### config.mk
export PLATFORM = sky130hd
export DESIGN_NAME = dcache
export DESIGN_NICKNAME = d
export VERILOG_FILES = /design/src/rtl/dcache.sv
export SDC_FILE = /design/constraint.sdc
export NUM_CORES = 1
export LEC_CHECK = 0
export ABC_AREA = 0
export BUFFER_PORTS_ARGS = -buffer_cell sky130_fd_sc_hd__buf_4
export CORE_UTILIZATION = 56
export CTS_BUF_LIST = sky130_fd_sc_hd__clkbuf_8
export DETAILED_ROUTE_END_ITERATION = 7
export GPL_ROUTABILITY_DRIVEN = 0
export PLACE_DENSITY_LB_ADDON = 0.15
export SYNTH_ARGS = -nofsm -noshare
export SYNTH_HDL_FRONTEND = slang
export SYNTH_SLANG_ARGS = --single-unit
### constraint.sdc
create_clock -name CLK -period 2.9 [get_ports CLK]
set_input_delay 0.29 -clock CLK [delete_from_list [all_inputs] [get_ports CLK]]
set_output_delay 0.29 -clock CLK [all_outputs]
set_load 0.005 [all_outputs]
### src/rtl/dcache.sv
// Direct-mapped, write-back, write-allocate data cache: 8 lines x 4 bytes.
// Hits complete in the request cycle; misses stall through WRITEBACK/ALLOCATE.
module dcache (
  input  logic        CLK,
  input  logic        RESET,
  input  logic        READ,
  input  logic        WRITE,
  input  logic [7:0]  ADDRESS,
  input  logic [7:0]  WRITEDATA,
  output logic [7:0]  READDATA,
  output logic        BUSYWAIT,
  output logic        MEM_READ,
  output logic        MEM_WRITE,
  output logic [5:0]  MEM_ADDRESS,
  output logic [31:0] MEM_WRITEDATA,
  input  logic [31:0] MEM_READDATA,
  input  logic        MEM_BUSYWAIT
);
  localparam int NUM_LINES = 8;

  typedef enum logic [1:0] {IDLE, WRITEBACK, ALLOCATE} state_e;

  state_e state_q, state_d;

  logic [NUM_LINES-1:0]           valid_q, dirty_q;
  logic [NUM_LINES-1:0][2:0]      tag_q;
  logic [NUM_LINES-1:0][3:0][7:0] data_q;

  logic [2:0]      tag, idx;
  logic [1:0]      off;
  logic            req, hit, fill, wr_hit;
  logic [3:0][7:0] blk;

  assign tag = ADDRESS[7:5];
  assign idx = ADDRESS[4:2];
  assign off = ADDRESS[1:0];
  assign req = READ | WRITE;
  assign hit = valid_q[idx] & (tag_q[idx] == tag);
  assign blk = data_q[idx];

  assign BUSYWAIT = req & ~((state_q == IDLE) & hit);
  assign wr_hit   = WRITE & ~BUSYWAIT;
  assign READDATA = READ ? blk[off] : 8'h00;

  always_comb begin
    state_d       = state_q;
    MEM_READ      = 1'b0;
    MEM_WRITE     = 1'b0;
    MEM_ADDRESS   = ADDRESS[7:2];
    MEM_WRITEDATA = blk;
    fill          = 1'b0;
    case (state_q)
      IDLE: begin
        if (req && !hit)
          state_d = (valid_q[idx] && dirty_q[idx]) ? WRITEBACK : ALLOCATE;
      end
      WRITEBACK: begin
        MEM_WRITE   = 1'b1;
        MEM_ADDRESS = {tag_q[idx], idx};
        if (!MEM_BUSYWAIT) state_d = ALLOCATE;
      end
      ALLOCATE: begin
        MEM_READ = 1'b1;
        if (!MEM_BUSYWAIT) begin
          fill    = 1'b1;
          state_d = IDLE;
        end
      end
      default: state_d = IDLE;
    endcase
  end

  always_ff @(posedge CLK) begin
    if (RESET) state_q <= IDLE;
    else       state_q <= state_d;
  end

  always_ff @(posedge CLK) begin
    if (RESET) begin
      valid_q <= '0;
      dirty_q <= '0;
    end else if (fill) begin
      valid_q[idx] <= 1'b1;
      dirty_q[idx] <= 1'b0;
    end else if (wr_hit) begin
      dirty_q[idx] <= 1'b1;
    end
  end

  // Reset also blocks array writes so an abandoned refill leaves the line untouched.
  always_ff @(posedge CLK) begin
    if (!RESET) begin
      if (fill) begin
        data_q[idx] <= MEM_READDATA;
        tag_q[idx]  <= tag;
      end else if (wr_hit) begin
        data_q[idx][off] <= WRITEDATA;
      end
    end
  end
endmodule

==> results of run 1 <==
==> cell families after synthesis <==
family | Yosys count | synth area share, %
AND/OR/NAND/NOR | 475 | 15.1
flip-flops | 298 | 64.5
AO/OA/AOI/OAI | 161 | 8.32
buffers and inverters | 96 | 3.28
multiplexers | 79 | 8.75
==> critical path: cells and delay by family <==
family / cells / cell delay (ns)
buffers and inverters: 5 / 0.91
multiplexers: 1 / 0.49
AO/OA/AOI/OAI: 1 / 0.47
AND/OR/NAND/NOR: 2 / 0.43
==> routing by layer <==
| layer | vias to the layer above | share of wire, % | wire (um) |
|---|---|---|---|
| li1 | 4578 | - | - |
| met1 | 5133 | 36 | 15400 |
| met2 | 827 | 46 | 19500 |
| met3 | 144 | 13 | 5630 |
| met4 | 0 | 4.7 | 1990 |
| met5 | - | 0 | 0 |
==> report_power, final <==
group          internal (mW)  switching, mW  total [mW]
Sequential              4.67        0.00431        4.68
Clock                   1.85           1.60        3.45
Combinational          0.378          0.594       0.972
==> cell type report <==
class | instances | area, um2 | share of cell area, %
Timing Repair Buffer | 275 | 2150 | 12.9
Sequential cell | 298 | 8770 | 52.7
Clock buffer | 50 | 688 | 4.13
Multi-Input combinational cell | 715 | 4400 | 26.4
Tap cell | 319 | 399 | 2.40
Clock inverter | 32 | 205 | 1.23
Inverter | 10 | 37.5 | 0.225
==> registers in the layout (all words and copies together) (netlist names), named ones only <==
register and flops:
data_q 256, state_q 2, valid_q 8, tag_q 24
==> path summary, 6_finish.rpt <==
check	start	to	slack (ns)	cells after the start
hold reg to reg	valid_q[5]	valid_q[5]	0.48	2
hold / removal	ADDRESS[6]	tag_q[16]	0.03	1
setup reg to reg	tag_q[4]	data_q[129]	0.19	7
setup / recovery	ADDRESS[2]	READDATA[1]	0.01	9
==> synthesized netlist by cell type (all sizes together), types with 2 or more instances <==
| library cell | number | area [um2] |
|---|---|---|
| edfxtp | 280 | 8410 |
| mux4 | 29 | 653 |
| o31ai | 7 | 52.6 |
| nand2 | 52 | 195 |
| nand2b | 4 | 25.0 |
| a221oi | 35 | 313 |
| mux2i | 22 | 220 |
| a22oi | 19 | 143 |
| mux2 | 28 | 315 |
| clkbuf | 39 | 146 |
| inv | 10 | 37.5 |
| a32oi | 3 | 26.3 |
| o221ai | 4 | 35.0 |
| o21a | 2 | 15.0 |
| o32ai | 3 | 26.3 |
| dfxtp | 18 | 360 |
| and2 | 10 | 62.6 |
| nor2b | 9 | 56.3 |
| a211oi | 4 | 30.0 |
| or2 | 2 | 12.5 |
| or3b | 7 | 61.3 |
| and3 | 33 | 206 |
| nor3 | 40 | 200 |
| o21ai | 16 | 83.8 |
| buf | 47 | 261 |
| nor2 | 313 | 1180 |
| o22ai | 20 | 131 |
| o22a | 2 | 17.5 |
| a21oi | 40 | 200 |
==> stage by stage <==
| step | area (um2) | TNS [ns] |
|---|---|---|
| 6_report | 16700 | 0 |
| 5_1_grt | 16700 | -0.0183 |
| 4_1_cts | 16600 | 0 |
| 3_5_place_dp | 15700 | -0.508 |
| 3_3_place_gp | 15700 | -0.164 |
| 2_1_floorplan | 13600 | 0 |
==> timing repair <==
action | CTS | global route
hold endpoints to repair | 17 | 0
resized for setup | 2 | 8
pin swaps | 1 | 0
setup endpoints to repair | 2 | 8
hold buffers | 3 | 0
gates cloned | 0 | 0
==> tab_implementation.tex, run 1 <==
\begin{tabular}{lr}
\hline
Metric & Value \\
\hline
\multicolumn{2}{l}{\textbf{Status}} \\
Status & complete, no violations \\
\multicolumn{2}{l}{\textbf{Floorplanning}} \\
Number of placement rows & 56 \\
Initial standard-cell utilization of the core & 57.5\% \\
Die Outline Area & 24900 um2 \\
Die height & 158 um \\
Die Width & 158 um \\
Total I/O pin count & 102 \\
Area of the placeable core & 23600 um2 \\
\multicolumn{2}{l}{\textbf{Synthesis}} \\
Count of unique library cells instantiated by Yosys & 48 \\
Register bit count reported by yosys & 298 \\
Number of enable flip-flop cells after synthesis & 280 \\
Portion of the post-synthesis area used by sequential elements & 64.5\% \\
Flip-flop cell with the highest count after synthesis & sky130\_fd\_sc\_hd\_\_edfxtp\_1 \\
Summed instance area of the synthesized netlist & 13600 um2 \\
Synth Instances & 1109 \\
Synthesized netlist net count & 1162 \\
Synthesis Warnings & 0 \\
Fraction of registers with async set/reset & 0\% \\
Post-Syn Area per Cell & 12.3 um2 \\
\multicolumn{2}{l}{\textbf{Clocking}} \\
CTS tree & yes \\
Largest buffer count on any clock path & 3 \\
CTS root buf & sky130\_fd\_sc\_hd\_\_clkbuf\_8 \\
Total number of clock tree sinks & 298 \\
Clock latency on the worst-skew pair & 0.57 ns \\
H-tree depth & 2 \\
Number of buffers created by CTS & 48 \\
Post-CTS setup-driven buffer insertion count & 0 \\
Clock transition at path regs & 0.06 ns \\
\multicolumn{2}{l}{\textbf{Detailed routing}} \\
Post-route ant nets & 0 \\
Initial drt markers & 1601 \\
Total wirelength of the detailed-routed design & 42500 um \\
Via count & 10.7k \\
Routed vias/inst & 6.29 \\
Mean routed wirelength per cell & 25.0 um \\
First-pass iteration count of the detailed router & 5 \\
DRC violation count after routing & 0 \\
\multicolumn{2}{l}{\textbf{Finish}} \\
Final Util & 70.5\% \\
Post-layout instance count excluding filler cells & 1699 \\
Fraction of layout cells with a size suffix above 1 & 29.6\% \\
Most frequent standard cell in the layout excluding fill and tap cells & sky130\_fd\_sc\_hd\_\_nor2\_1 \\
Final-stage net count & 1401 \\
FILL cells & 1697 \\
Commonest cells after routing, fill and taps aside & sky130\_fd\_sc\_hd\_\_nor2\_1 (312), sky130\_fd\_sc\_hd\_\_edfxtp\_1 (280), sky130\_fd\_sc\_hd\_\_buf\_4 (264), sky130\_fd\_sc\_hd\_\_nand2\_1 (52), sky130\_fd\_sc\_hd\_\_clkbuf\_8 (50) \\
Post-synthesis to final-layout area growth & 22.6\% \\
Antenna diode count & 0 \\
\multicolumn{2}{l}{\textbf{STA}} \\
Fin Hold WS & 0.0284 ns \\
Unrepaired setup endpoints after global routing & yes \\
Number of failing setup endpoints in the final timing report & 0 \\
Setup slack of the critical path after layout & 0.0116 ns \\
Actual slew at the worst max-slew pin & 0.889 ns \\
Clock period minus final worst setup slack & 2.89 ns \\
Clock skew & 0.0302 ns \\
Final Max Tran Viols & 0 \\
Final hold violation count & 0 \\
Max\_slew headroom & 40.7\% \\
Final cycle utilization of the critical path & 99.6\% \\
Maximum clock frequency & 346 MHz \\
\multicolumn{2}{l}{\textbf{Global routing}} \\
Global routing met1 resource utilization & 48.8\% \\
Congestion Overflow GR & 0 \\
Met2 track demand over resource in global routing & 54.8\% \\
Number of antenna violations at the first check in global routing & 0 \\
Layer carrying the most global-route usage & met2 \\
Wire length of the first global-routing pass & 63200 um \\
Via count of the first global-routing pass & 10.3k \\
Met3 Resource Use GR & 8.10\% \\
Maximum number of pins on one net before global-route repair & 55 \\
Total GRT Usage & 35.7\% \\
\multicolumn{2}{l}{\textbf{Power and ir drop}} \\
Total power consumption of the routed design & 9.10 mW \\
Total power per unit cell area & 546 nW/um2 \\
Reported leakage power & 6.61 nW \\
Max rail drop VDD & 0.000370 V \\
\multicolumn{2}{l}{\textbf{Placed design}} \\
Port buffer count & 101 \\
Detailed Place HPWL & 30400 um \\
Number of instances in the placed design & 1614 \\
Worst-case setup slack after placement & -0.0263 ns \\
\multicolumn{2}{l}{\textbf{Critical path}} \\
Critical path required time & 2.61 ns \\
Critical path, cell by cell & buf\_6, buf\_12, inv\_1, nor2\_1, buf\_4, a2111o\_1, mux4\_2, and2\_1, buf\_4 \\
Category of the critical setup timing path & input pin to primary output \\
Most repeated library cell on the critical path & sky130\_fd\_sc\_hd\_\_buf\_4 \\
CP max stage cell & sky130\_fd\_sc\_hd\_\_mux4\_2 \\
Crit path capture type & primary output \\
Longest individual stage delay on the worst path & 0.49 ns \\
Kind of start point of the critical path & input pin \\
Crit path max fanout & 14 \\
Arrival time of the worst setup path & 2.60 ns \\
\multicolumn{2}{l}{\textbf{Worst hold path}} \\
Worst hold path class & input pin to register \\
\multicolumn{2}{l}{\textbf{Flow run}} \\
Maxcap violations & 0 \\
\hline
\end{tabular}
Power figures use the tool's default switching activity.
==> run 2: changes to the inputs <==
ABC_AREA = 1   (was 0)
==> run 2 against run 1 <==
Net effect:
- cell count is 9.7% higher
- non-clock buffer count shrank 104
- via count down 0.95%
- count of clock-buffer cells in the layout up 1
- clock power decreased by 1%
- first-iteration DRC count fell by 27%
- core utilization is 3.1 points lower
- synthesized area decreased by 1.9%
- critical path type unchanged
- largest power group unchanged
- highest routed layer unchanged
==> tab_implementation.tex, run 2 <==
\begin{tabular}{lr}
\hline
Metric & Value \\
\hline
\multicolumn{2}{l}{\textbf{Status}} \\
Status & complete, no violations \\
\multicolumn{2}{l}{\textbf{Critical path}} \\
Critical path required time & 2.61 ns (about the same) \\
Arrival time of the worst setup path & 2.33 ns (-0.27 ns) \\
Category of the critical setup timing path & input pin to primary output \\
Kind of start point of the critical path & input pin \\
Crit path capture type & primary output \\
Crit path max fanout & 36 (+22) \\
\multicolumn{2}{l}{\textbf{Floorplanning}} \\
Area of the placeable core & 23400 um2 (-0.89\%) \\
Die Outline Area & 24400 um2 (-1.8\%) \\
Die height & 156 um (-0.93\%) \\
Total I/O pin count & 102 (unchanged) \\
Initial standard-cell utilization of the core & 57.0\% (-0.57 points) \\
Number of placement rows & 56 (unchanged) \\
Die Width & 156 um (-0.93\%) \\
\multicolumn{2}{l}{\textbf{STA}} \\
Unrepaired setup endpoints after global routing & no \\
Clock period minus final worst setup slack & 2.62 ns (-0.269 ns) \\
Setup Total Neg Slack & 0 ns (unchanged) \\
Maximum clock frequency & 382 MHz (+10\%) \\
Final Max Tran Viols & 0 (unchanged) \\
Actual slew at the worst max-slew pin & 0.790 ns (-0.0986 ns) \\
Final hold violation count & 0 (unchanged) \\
Max\_slew headroom & 46.7\% (+6.0 points) \\
Clock skew & 0.0355 ns (+0.00524 ns) \\
Number of failing setup endpoints in the final timing report & 0 (unchanged) \\
Final cycle utilization of the critical path & 90.3\% (-9.3 points) \\
\multicolumn{2}{l}{\textbf{Finish}} \\
Most frequent standard cell in the layout excluding fill and tap cells & sky130\_fd\_sc\_hd\_\_nor2\_1 \\
Commonest cells after routing, fill and taps aside & sky130\_fd\_sc\_hd\_\_nor2\_1 (341), sky130\_fd\_sc\_hd\_\_nand2\_1 (330), sky130\_fd\_sc\_hd\_\_edfxtp\_1 (280), sky130\_fd\_sc\_hd\_\_buf\_4 (159), sky130\_fd\_sc\_hd\_\_inv\_1 (108) \\
Final Util & 67.5\% (-3.1 points) \\
Regs by FF count & data\_q x256, tag\_q x24, valid\_q x8 \\
Post-synthesis to final-layout area growth & 18.4\% \\
Final-stage net count & 1557 (+11\%) \\
Flip-flop count of the largest register after layout & 256 (unchanged) \\
Fraction of layout cells with a size suffix above 1 & 16.5\% (-13 points) \\
Register bank with the most flops & data\_q \\
\multicolumn{2}{l}{\textbf{Detailed routing}} \\
Via count & 10.6k (-0.95\%) \\
DRC violation count after routing & 0 (unchanged) \\
Post-route ant nets & 0 (unchanged) \\
First-pass iteration count of the detailed router & 5 (unchanged) \\
Initial drt markers & 1171 (-27\%) \\
Total wirelength of the detailed-routed design & 40500 um (-4.8\%) \\
Routed vias/inst & 5.68 (-9.7\%) \\
Mean routed wirelength per cell & 21.7 um (-13\%) \\
\multicolumn{2}{l}{\textbf{Clocking}} \\
CTS root buf & sky130\_fd\_sc\_hd\_\_clkbuf\_8 \\
Clock transition at path regs & 0.05 ns (about the same) \\
Largest buffer count on any clock path & 3 (unchanged) \\
Total number of clock tree sinks & 298 (unchanged) \\
H-tree depth & 2 (unchanged) \\
Number of cells upsized or downsized after cts & 0 (-2) \\
Clock latency on the worst-skew pair & 0.59 ns (+0.02 ns) \\
Post-CTS setup-driven buffer insertion count & 0 (unchanged) \\
Number of buffers created by CTS & 50 (+4.2\%) \\
CTS tree & yes \\
\multicolumn{2}{l}{\textbf{Synthesis}} \\
Number of enable flip-flop cells after synthesis & 280 (unchanged) \\
Fraction of registers with async set/reset & 0\% (unchanged) \\
Count of unique library cells instantiated by Yosys & 34 (-29\%) \\
Cell with the most instances after synthesis & sky130\_fd\_sc\_hd\_\_nor2\_1 \\
Flip-flop cell with the highest count after synthesis & sky130\_fd\_sc\_hd\_\_edfxtp\_1 \\
Area share of the leading cell type in the synthesized netlist & 63.1\% (+1.2 points) \\
Synth Instances & 1344 (+21\%) \\
Register bit count reported by yosys & 298 (unchanged) \\
Largest cells by area after synthesis & sky130\_fd\_sc\_hd\_\_edfxtp\_1 (63\%), sky130\_fd\_sc\_hd\_\_nor2\_1 (9.7\%), sky130\_fd\_sc\_hd\_\_nand2\_1 (9.3\%), sky130\_fd\_sc\_hd\_\_dfxtp\_1 (2.7\%), sky130\_fd\_sc\_hd\_\_inv\_1 (2.4\%) \\
Summed instance area of the synthesized netlist & 13300 um2 (-1.9\%) \\
Synthesis Warnings & 0 (unchanged) \\
Most numerous cell types in the synthesized netlist & sky130\_fd\_sc\_hd\_\_nor2\_1 (343), sky130\_fd\_sc\_hd\_\_nand2\_1 (330), sky130\_fd\_sc\_hd\_\_edfxtp\_1 (280), sky130\_fd\_sc\_hd\_\_inv\_1 (84), sky130\_fd\_sc\_hd\_\_o21ai\_0 (57) \\
Portion of the post-synthesis area used by sequential elements & 65.8\% (+1.2 points) \\
Synthesized netlist net count & 1397 (+20\%) \\
Post-Syn Area per Cell & 9.92 um2 (-19\%) \\
Cell type contributing the most total cell area after synthesis & sky130\_fd\_sc\_hd\_\_edfxtp\_1 \\
\multicolumn{2}{l}{\textbf{Power and ir drop}} \\
Reported leakage power & 5.66 nW (-14\%) \\
Total power per unit cell area & 574 nW/um2 (+5.0\%) \\
Max rail drop VDD & 0.000395 V (+6.9\%) \\
\multicolumn{2}{l}{\textbf{Worst hold path}} \\
Worst hold path class & input pin to register \\
\multicolumn{2}{l}{\textbf{Placed design}} \\
Detailed Place HPWL & 25900 um (-15\%) \\
Port buffer count & 101 (unchanged) \\
\multicolumn{2}{l}{\textbf{Flow run}} \\
Maxcap violations & 0 (unchanged) \\
\multicolumn{2}{l}{\textbf{Global routing}} \\
Total GRT Usage & 34.3\% (-1.4 points) \\
Via count of the first global-routing pass & 10.2k (-0.35\%) \\
Number of antenna violations at the first check in global routing & 1 (+1) \\
Wire length of the first global-routing pass & 60600 um (-4.1\%) \\
Congestion Overflow GR & 0 (unchanged) \\
Maximum number of pins on one net before global-route repair & 40 (-27\%) \\
\hline
\end{tabular}
run 2: where the power goes:
part	internal (mW)	switching, mW	total, mW
sequential	4.68	0.00701	4.69
combinational	0.321	0.649	0.970
clock	1.72	1.68	3.40
run 2: metrics by stage:
step	setup slack, ns	power, mW	instance area [um2]	hold slack, ns	instances
final	0.281	9.06	15800	0.0319	1864
after global routing	0.164	9.32	15800	0.0384	1861
after CTS	0.338	9.07	15800	0.00867	1861
after detailed placement	0.314	5.73	14800	0.446	1767
after global placement	0.333	5.72	14800	0.441	1767
after floorplan	0.585	5.26	13300	0.359	1344
run 2: path summary, 6_finish.rpt:
kind	from	to	slack [ns]	depth (start not counted)
worst min-delay path	MEM_BUSYWAIT	state_q[0]	0.03	3
worst max register to register	state_q[1]	data_q[71]	0.62	7
worst min register to register	register	register	0.46	2
worst max-delay path	ADDRESS[2]	READDATA[5]	0.28	11
run 2: cell families (layout without fill, tap and decap cells):
group | count (synthesis) | after routing | synth area share [%]
and+or+nand+nor | 736 | 736 | 22.2
DFF | 298 | 298 | 65.8
buffers and inverters | 158 | 356 | 4.80
AOI/OAI and AO/OA | 152 | 152 | 7.28
other | 0 | 3 | 0
run 2: timing repair:
action | CTS | global route
hold buffers | 4 | 0
hold endpoints to repair | 28 | 0
setup endpoints to repair | 0 | 0
run 2: routing by layer:
layer	track usage [%]	vias up	wire length, um
met5	0	-	0
met4	13.6	0	1380
met3	8.81	94	5190
met2	56.0	689	19100
met1	43.9	4953	14800
li1	-	4845	-
run 2: layout make-up:
cell class                 instances  area [um2]
antenna                            3        7.51
multi-input combinational        888        3960
fill                            1919        7610
sequential                       298        8770
inverter                          95         359
timing repair buffer             171        1390
clock buffer                      51         702
tap                              319         399
clock inverter                    39         198
run 2: critical path, stage by stage:
cell and delay (ns):
sky130_fd_sc_hd__buf_4 0.21, sky130_fd_sc_hd__nand2_2 0.13, sky130_fd_sc_hd__buf_4 0.44, sky130_fd_sc_hd__o21ai_0 0.16, sky130_fd_sc_hd__a211oi_1 0.23, sky130_fd_sc_hd__nand4_1 0.21, sky130_fd_sc_hd__nand2_1 0.20, sky130_fd_sc_hd__nand2_1 0.07
sky130_fd_sc_hd__nor2_1 0.11, sky130_fd_sc_hd__nor2_1 0.06, sky130_fd_sc_hd__buf_4 0.15
